<file path="src/rtl/mem_access.sv">
// rtl/mem_access.sv - MEM stage: data-memory req/ack access and MEM/WB pipeline register
module mem_access #(
  parameter int DATA_WIDTH = 32,
  parameter int ADDR_WIDTH = 32,
  parameter int RSTD_WIDTH = 5
) (
  input  logic                  clk_87,
  input  logic                  rst_87,
  input  logic                  valid_in_87,
  input  logic                  reg_write_in_87,
  input  logic                  mem_2_reg_in_87,
  input  logic                  mem_read_in_87,
  input  logic                  mem_write_in_87,
  input  logic [ADDR_WIDTH-1:0] alu_result_in_87,
  input  logic [DATA_WIDTH-1:0] store_data_in_87,
  input  logic [RSTD_WIDTH-1:0] wb_reg_in_87,
  output logic                  stall_out_87,
  output logic                  dmem_req_87,
  output logic                  dmem_we_87,
  output logic [ADDR_WIDTH-1:0] dmem_addr_87,
  output logic [DATA_WIDTH-1:0] dmem_wdata_87,
  input  logic [DATA_WIDTH-1:0] dmem_rdata_87,
  input  logic                  dmem_ack_87,
  output logic                  reg_write_out_87,
  output logic                  mem_2_reg_out_87,
  output logic [DATA_WIDTH-1:0] mem_data_out_87,
  output logic [ADDR_WIDTH-1:0] mem_addr_out_87,
  output logic [RSTD_WIDTH-1:0] wb_reg_out_87,
  output logic                  align_err_87
);

  localparam logic [0:0] IDLE = 1'b0;
  localparam logic [0:0] WAIT = 1'b1;

  logic [0:0]            state_q, state_d;
  logic                  req_q, req_d;

  logic [ADDR_WIDTH-1:0] hold_addr_q, hold_addr_d;
  logic [DATA_WIDTH-1:0] hold_wdata_q, hold_wdata_d;
  logic                  hold_we_q, hold_we_d;
  logic                  hold_rw_q, hold_rw_d;
  logic                  hold_m2r_q, hold_m2r_d;
  logic [RSTD_WIDTH-1:0] hold_wb_q, hold_wb_d;

  logic                  rw_q, rw_d;
  logic                  m2r_q, m2r_d;
  logic [DATA_WIDTH-1:0] data_q, data_d;
  logic [ADDR_WIDTH-1:0] maddr_q, maddr_d;
  logic [RSTD_WIDTH-1:0] wb_q, wb_d;
  logic                  err_q, err_d;

  logic accept;
  logic is_mem;
  logic illegal;

  assign accept  = valid_in_87 && (state_q == IDLE);
  assign is_mem  = mem_read_in_87 || mem_write_in_87;
  // Only memory ops can be illegal; ALU results are free to be unaligned.
  assign illegal = is_mem && ((alu_result_in_87[1:0] != 2'b00) ||
                              (mem_read_in_87 && mem_write_in_87));

  always_comb begin
    state_d      = state_q;
    req_d        = req_q;
    hold_addr_d  = hold_addr_q;
    hold_wdata_d = hold_wdata_q;
    hold_we_d    = hold_we_q;
    hold_rw_d    = hold_rw_q;
    hold_m2r_d   = hold_m2r_q;
    hold_wb_d    = hold_wb_q;
    rw_d         = 1'b0;
    m2r_d        = m2r_q;
    data_d       = data_q;
    maddr_d      = maddr_q;
    wb_d         = wb_q;
    err_d        = 1'b0;

    if (state_q == WAIT) begin
      if (dmem_ack_87) begin
        state_d = IDLE;
        req_d   = 1'b0;
        rw_d    = hold_rw_q & ~hold_we_q;
        m2r_d   = hold_m2r_q;
        maddr_d = hold_addr_q;
        wb_d    = hold_wb_q;
        if (!hold_we_q) begin
          data_d = dmem_rdata_87;
        end
      end
    end else if (accept) begin
      if (!is_mem) begin
        rw_d    = reg_write_in_87;
        m2r_d   = mem_2_reg_in_87;
        maddr_d = alu_result_in_87;
        wb_d    = wb_reg_in_87;
      end else if (illegal) begin
        err_d = 1'b1;
      end else begin
        state_d      = WAIT;
        req_d        = 1'b1;
        hold_addr_d  = alu_result_in_87;
        hold_wdata_d = store_data_in_87;
        hold_we_d    = mem_write_in_87;
        hold_rw_d    = reg_write_in_87;
        hold_m2r_d   = mem_2_reg_in_87;
        hold_wb_d    = wb_reg_in_87;
      end
    end
  end

  always_ff @(posedge clk_87 or negedge rst_87) begin
    if (!rst_87) begin
      state_q      <= IDLE;
      req_q        <= 1'b0;
      hold_addr_q  <= '0;
      hold_wdata_q <= '0;
      hold_we_q    <= 1'b0;
      hold_rw_q    <= 1'b0;
      hold_m2r_q   <= 1'b0;
      hold_wb_q    <= '0;
      rw_q         <= 1'b0;
      m2r_q        <= 1'b0;
      data_q       <= '0;
      maddr_q      <= '0;
      wb_q         <= '0;
      err_q        <= 1'b0;
    end else begin
      state_q      <= state_d;
      req_q        <= req_d;
      hold_addr_q  <= hold_addr_d;
      hold_wdata_q <= hold_wdata_d;
      hold_we_q    <= hold_we_d;
      hold_rw_q    <= hold_rw_d;
      hold_m2r_q   <= hold_m2r_d;
      hold_wb_q    <= hold_wb_d;
      rw_q         <= rw_d;
      m2r_q        <= m2r_d;
      data_q       <= data_d;
      maddr_q      <= maddr_d;
      wb_q         <= wb_d;
      err_q        <= err_d;
    end
  end

  assign stall_out_87     = (state_q == WAIT);
  assign dmem_req_87      = req_q;
  assign dmem_we_87       = hold_we_q;
  assign dmem_addr_87     = {hold_addr_q[ADDR_WIDTH-1:2], 2'b00};
  assign dmem_wdata_87    = hold_wdata_q;
  assign reg_write_out_87 = rw_q;
  assign mem_2_reg_out_87 = m2r_q;
  assign mem_data_out_87  = data_q;
  assign mem_addr_out_87  = maddr_q;
  assign wb_reg_out_87    = wb_q;
  assign align_err_87     = err_q;

endmodule

</file>
<file path="config.mk">
export PLATFORM = sky130hd
export DESIGN_NAME = mem_access
export DESIGN_NICKNAME = d
export VERILOG_FILES = /design/src/rtl/mem_access.sv
export SDC_FILE = /design/constraint.sdc
export NUM_CORES = 1
export LEC_CHECK = 0
export ABC_AREA = 1
export CAP_MARGIN = 15
export CORE_MARGIN = 2
export CORE_UTILIZATION = 49
export CTS_BUF_LIST = sky130_fd_sc_hd__clkbuf_8
export CTS_CLUSTER_DIAMETER = 80
export CTS_CLUSTER_SIZE = 28
export DETAILED_ROUTE_END_ITERATION = 10
export PLACE_DENSITY_LB_ADDON = 0.3
export REMOVE_ABC_BUFFERS = 1
export SYNTH_ARGS = -nofsm -noshare
export SYNTH_HDL_FRONTEND = slang
export SYNTH_SLANG_ARGS = --single-unit
</file>
<file path="constraint.sdc">
create_clock -name clk_87 -period 2.3 [get_ports clk_87]
set_input_delay 0.23 -clock clk_87 [delete_from_list [all_inputs] [get_ports clk_87]]
set_output_delay 0.23 -clock clk_87 [all_outputs]
set_load 0.01 [all_outputs]
</file>
### Word level (Yosys, flattened, before mapping)

Cells that the tools add are included.

| cells by class | value |
|---|---|
| equal/unequal tests | 3 |
| muxes and demuxes | 30 |
| bitwise logic cells | 4 |
| reduce and logical (&&, ||, !) cells | 12 |

Operators with widths:

| operator | number |
|---|---|
| $mux 32 | 4 |
| $mux 1 | 22 |
| $mux 5 | 4 |
| $reduce_and 4->1 | 2 |
| $ne 2x2->1 const B | 3 |
| $reduce_and 3->1 | 2 |
| $reduce_bool 2->1 | 3 |
| $logic_and 1x1->1 | 3 |
| $not 1->1 | 3 |
| $logic_or 1x1->1 | 2 |
| $and 1x1->1 | 1 |

| word-level totals | value |
|---|---|
| register bits after elaboration | 146 |
| input port bits | 109 |
| output and inout port bits | 139 |
| logic and storage cells | 63 |

### Longest topological paths before layout

| depth | value |
|---|---|
| depth after elaboration | 7 |
| gate-level depth with buffers | 9 |
| gate-level depth less buffers | 7 |

### Worst setup path after synthesis

OpenSTA, ideal clock, no wires.

| path | value |
|---|---|
| kind | register to register |
| from | reg state_q, in the netlist stall_out_87 |
| to | reg hold_addr_q[27] |
| setup time | 117 ps |
| arrival time | 1252 ps |
| required time | 2183 ps |
| slack | 931 ps |
| stages on the path, launching flop included | 10 |
| buffers on the path | 3 |
| period minus slack after synthesis | 1369 ps |
| cell sequence | dfrtp_1 > buf_6 > inv_4 > nand2_1 > nor2_2 > nand2_2 > buf_8 > buf_6 > nand2_2 > o21ai_2 |

| on the way | value |
|---|---|
| longest elaborated chain between the ends | 3 |

RTL lines:

| element | line | RTL |
|---|---|---|
| from (decl) | 35 | `logic [0:0] state_q, state_d;` |
| from (signal assigned) | 128 | `state_q <= state_d;` |
| $not 1->1 (no source line) (*) | - |  |
| $logic_and 1x1->1 | 56 | `assign accept = valid_in_87 && (state_q == IDLE);` |
| $reduce_and 4->1 (no source line) (*) | - |  |
| to (signal assigned) | 130 | `hold_addr_q <= hold_addr_d;` |
| to (decl) | 38 | `logic [ADDR_WIDTH-1:0] hold_addr_q, hold_addr_d;` |

Mark *: on every way between the ends. The rest lies on a longest branch, timed or not.
A chain may end at the register's enable or synchronous reset.

### Final worst setup path

| path | value |
|---|---|
| from | reg state_q, in the netlist stall_out_87 |
| to | out stall_out_87 |

RTL lines:

| element | line | RTL |
|---|---|---|
| to (decl) | 17 | `output logic stall_out_87,` |

No word-level cell between the ends.

==> metrics.md <==
| Metric | Value |
|---|---|
| Number of global-route vias before repair | 5,390 |
| Setup crit end kind | primary output |
| Worst R2R Start | stall_out_87$_DFF_PN0_ |
| IO Count | 248 |
| Initial core utilization | 0.505 |
| Final Hold Viols | 0 |
| Antenna violations before repair | 0 |
| HPWL Detailed | 11.5 mm |
| Worst-skew pair later-pin latency | 0.44 ns |
| Post-synthesis sequential area ratio | 0.569 |
| Fin Clk Skew | 0.00686 ns |
| Core Region | 0.0127 sq mm |
| Antenna Nets Post-Route | 0 |
| CTS buffer count | 17 |
| Detailed Route Iter0 Violations | 341 |
| Commonest cells after routing, fill and taps aside | nand2_1, clkdlybuf4s50_1, dfrtp_1, inv_1, o21ai_0 |
| CP max-delay cell | clkdlybuf4s50_1 |
| Unrepaired setup endpoints after global routing | no |
| Vias/cell | 4.83 |
| Post-synth cell types | 21 |
| Clk pwr share | 0.267 |
| Fmax | 559 MHz |
| WL per Instance | 14.4 um |
| Input/output buffers | 245 |
| Internal power | 6.08 mW |
| Top cells by area, synth | dfrtp_1, nand2_1, o21ai_0 |
| Fin. max-slew vios | 0 |
| CP Launch Type | flop |
| Critical R2R Capture | hold_addr_q[10]$_DFFE_PN0P_ |
| Commonest non-fill, non-tap cell in the layout | nand2_1 |
| Core Rows | 41 |
| Total congestion overflow | 0 |
| Largest net degree at the start of global routing | 66 |
| Diode count | 0 |
| Die W | 119 um |
| Pre-Repair DR Iteration Count | 5 |
| PD cells | 933 mW/mm^2 |
| Critical Path Max Stage Delay | 0.62 ns |
| Worst Path Required | 2.07 ns |
| H-tree depth | 4 |
| Share of layout cells above drive strength 1 | 0.0763 |
| Sequential power share | 0.421 |
| Worst hold path type | primary input to asynchronous set/reset pin |
| Placed inst area | 0.00872 sq mm |
| # Post-CTS Setup Buffers | 0 |
| Die height | 119 um |
| Routability cong. | 0.777 |
| Slew at the pin closest to its max-slew limit | 0.564 ns |
| Top-area cell type share of the netlist area | 0.569 |
| Worst r2r path cells | 7 |
| TNS Setup | 0 ns |
| First-pass GRT wire length | 26.9 mm |
| Post-Syn Instances | 750 |
| Total GRT Usage | 0.241 |
| P_sw | 2.50 mW |
| Fill cells | 1,000 |
| Leak | 4.54 nW |
| WP buf/inv | 1 |
| Final setup vio count | 0 |
| Fin crit period | 1.79 ns |
| Via count | 5,512 |
| Status | completed |
| CP Cell Sequence | clkdlybuf4s50_1 |
| Combinational share of power | 0.312 |
| Final instance area | 0.00920 sq mm |
| Area leader, netlist | dfrtp_1 |
| Slew margin rel. | 0.624 |
| CP Class | flop to primary output |
| Routed WL | 16.4 mm |
| CP arrival | 1.56 ns |
| CP max FO | 8 |
| Sw Ratio | 0.291 |
| Area Overhead vs Synth | 43.1% |
| Max Cap Violations | 0 |
| CP startpoint | stall_out_87$_DFF_PN0_ |
| Drt drc | 0 |
| Yosys reg bits | 146 |
| Ys Warns | 0 |
| Total power | 8.58 mW |
| Footprint of the multi-input gates | 0.00196 sq mm |
| Syn Area/Cell | 8.57 sq um |
| Peak VDD IR | 0.652 mV |
| Nets | 1,066 |
| Final Cycle Share | 0.777 |
| CP delay by family, top | buffers and inverters |
| Worst hold slack | 0.285 ns |
| Clock input transition at the sequential cells of the worst setup and hold paths | 0.08 ns |
| Longest Clk Path Bufs | 2 |
| Reg-to-reg slack, setup | 0.74 ns |
| Clk Tree Root Cell | clkbuf_8 |
| CTS tree | built |
| Synthesized cell area | 0.00642 sq mm |
| Die Area | 0.0140 sq mm |
| Clock Sinks | 146 |
| Sequential cell area | 0.00365 sq mm |
| Final WS setup | 0.512 ns |
| Worst slack, placed | 0.429 ns |
==> Yosys cell counts (all sizes together) <==
library cell / number
inv: 78
nand2: 294
dfrtp: 146
nor2: 8
nand3b: 1
conb: 1
o21ai: 109
nand3: 38
clkbuf: 12
o22ai: 1
buf: 62
==> metrics by stage <==
stage | utilization | std cells
after floorplan | - | 677
after global placement | 0.685 | 1109
after detailed placement | 0.685 | 1109
after CTS | 0.723 | 1142
after global routing | 0.723 | 1142
final | 0.723 | 1142
==> layer usage <==
metal	part of all wire	wire [um]	global-route usage
met1	0.43	7000	0.308
met2	0.47	7720	0.384
met3	0.083	1360	0.0792
met4	0.023	372	0.0900
met5	0	0	0
==> registers in the layout, summed over array words and instances, names as in the netlist <==
name and count:
mem_data_out_87 32, dmem_req_87 1, hold_addr_q 32, reg_write_out_87 1, dmem_we_87 1, wb_reg_out_87 5, hold_rw_q 1, stall_out_87 1
dmem_wdata_87 32, align_err_87 1, hold_wb_q 5, mem_2_reg_out_87 1, hold_m2r_q 1, mem_addr_out_87 32
==> area by class of cell <==
class                   count  area share
inverters                  78      0.0321
flip-flops and latches    146       0.397
multi-input cells         453       0.213
clock buffers              23      0.0344
clock inverters             9      0.0162
repair buffers            261       0.283
well taps                 172      0.0234
==> power by group through the flow <==
stage               registers (mW)  logic (mW)  clock network (mW)
CTS                           3.62        2.71                2.35
detailed placement            3.65        2.70                   0
global placement              3.63        2.63                   0
finish                        3.61        2.67                2.29
global route                  3.69        2.91                2.47
floorplan                     3.92       0.651                   0
==> cells by family (layout without fill, tap and decap cells) <==
logic type,Yosys count,count (layout),share of synthesized area
AO/OA/AOI/OAI,110,110,0.0906
buffers and inverters,152,371,0.127
flip-flops,146,146,0.569
other,1,2,0.000584
AND/OR/NAND/NOR,341,341,0.213
==> what timing repair did <==
item,CTS,global route
hold buffers,1,0
gates resized for setup,0,0
hold endpoints to repair,42,0
==> worst max path at each step <==
| stage | endpoint | slack, ns | depth (start not counted) |
|---|---|---|---|
| global route | stall_out_87 | 0.45 | 1 |
| detailed placement | hold_addr_q[10]$_DFFE_PN0P_ | 0.43 | 7 |
| floorplan | mem_2_reg_out_87$_DFFE_PN0P_ | -1.23 | 4 |
| global placement | hold_addr_q[2]$_DFFE_PN0P_ | 0.49 | 7 |
| finish | stall_out_87 | 0.51 | 1 |
| CTS | stall_out_87 | 0.46 | 1 |
(Power assumes the default switching activity.)
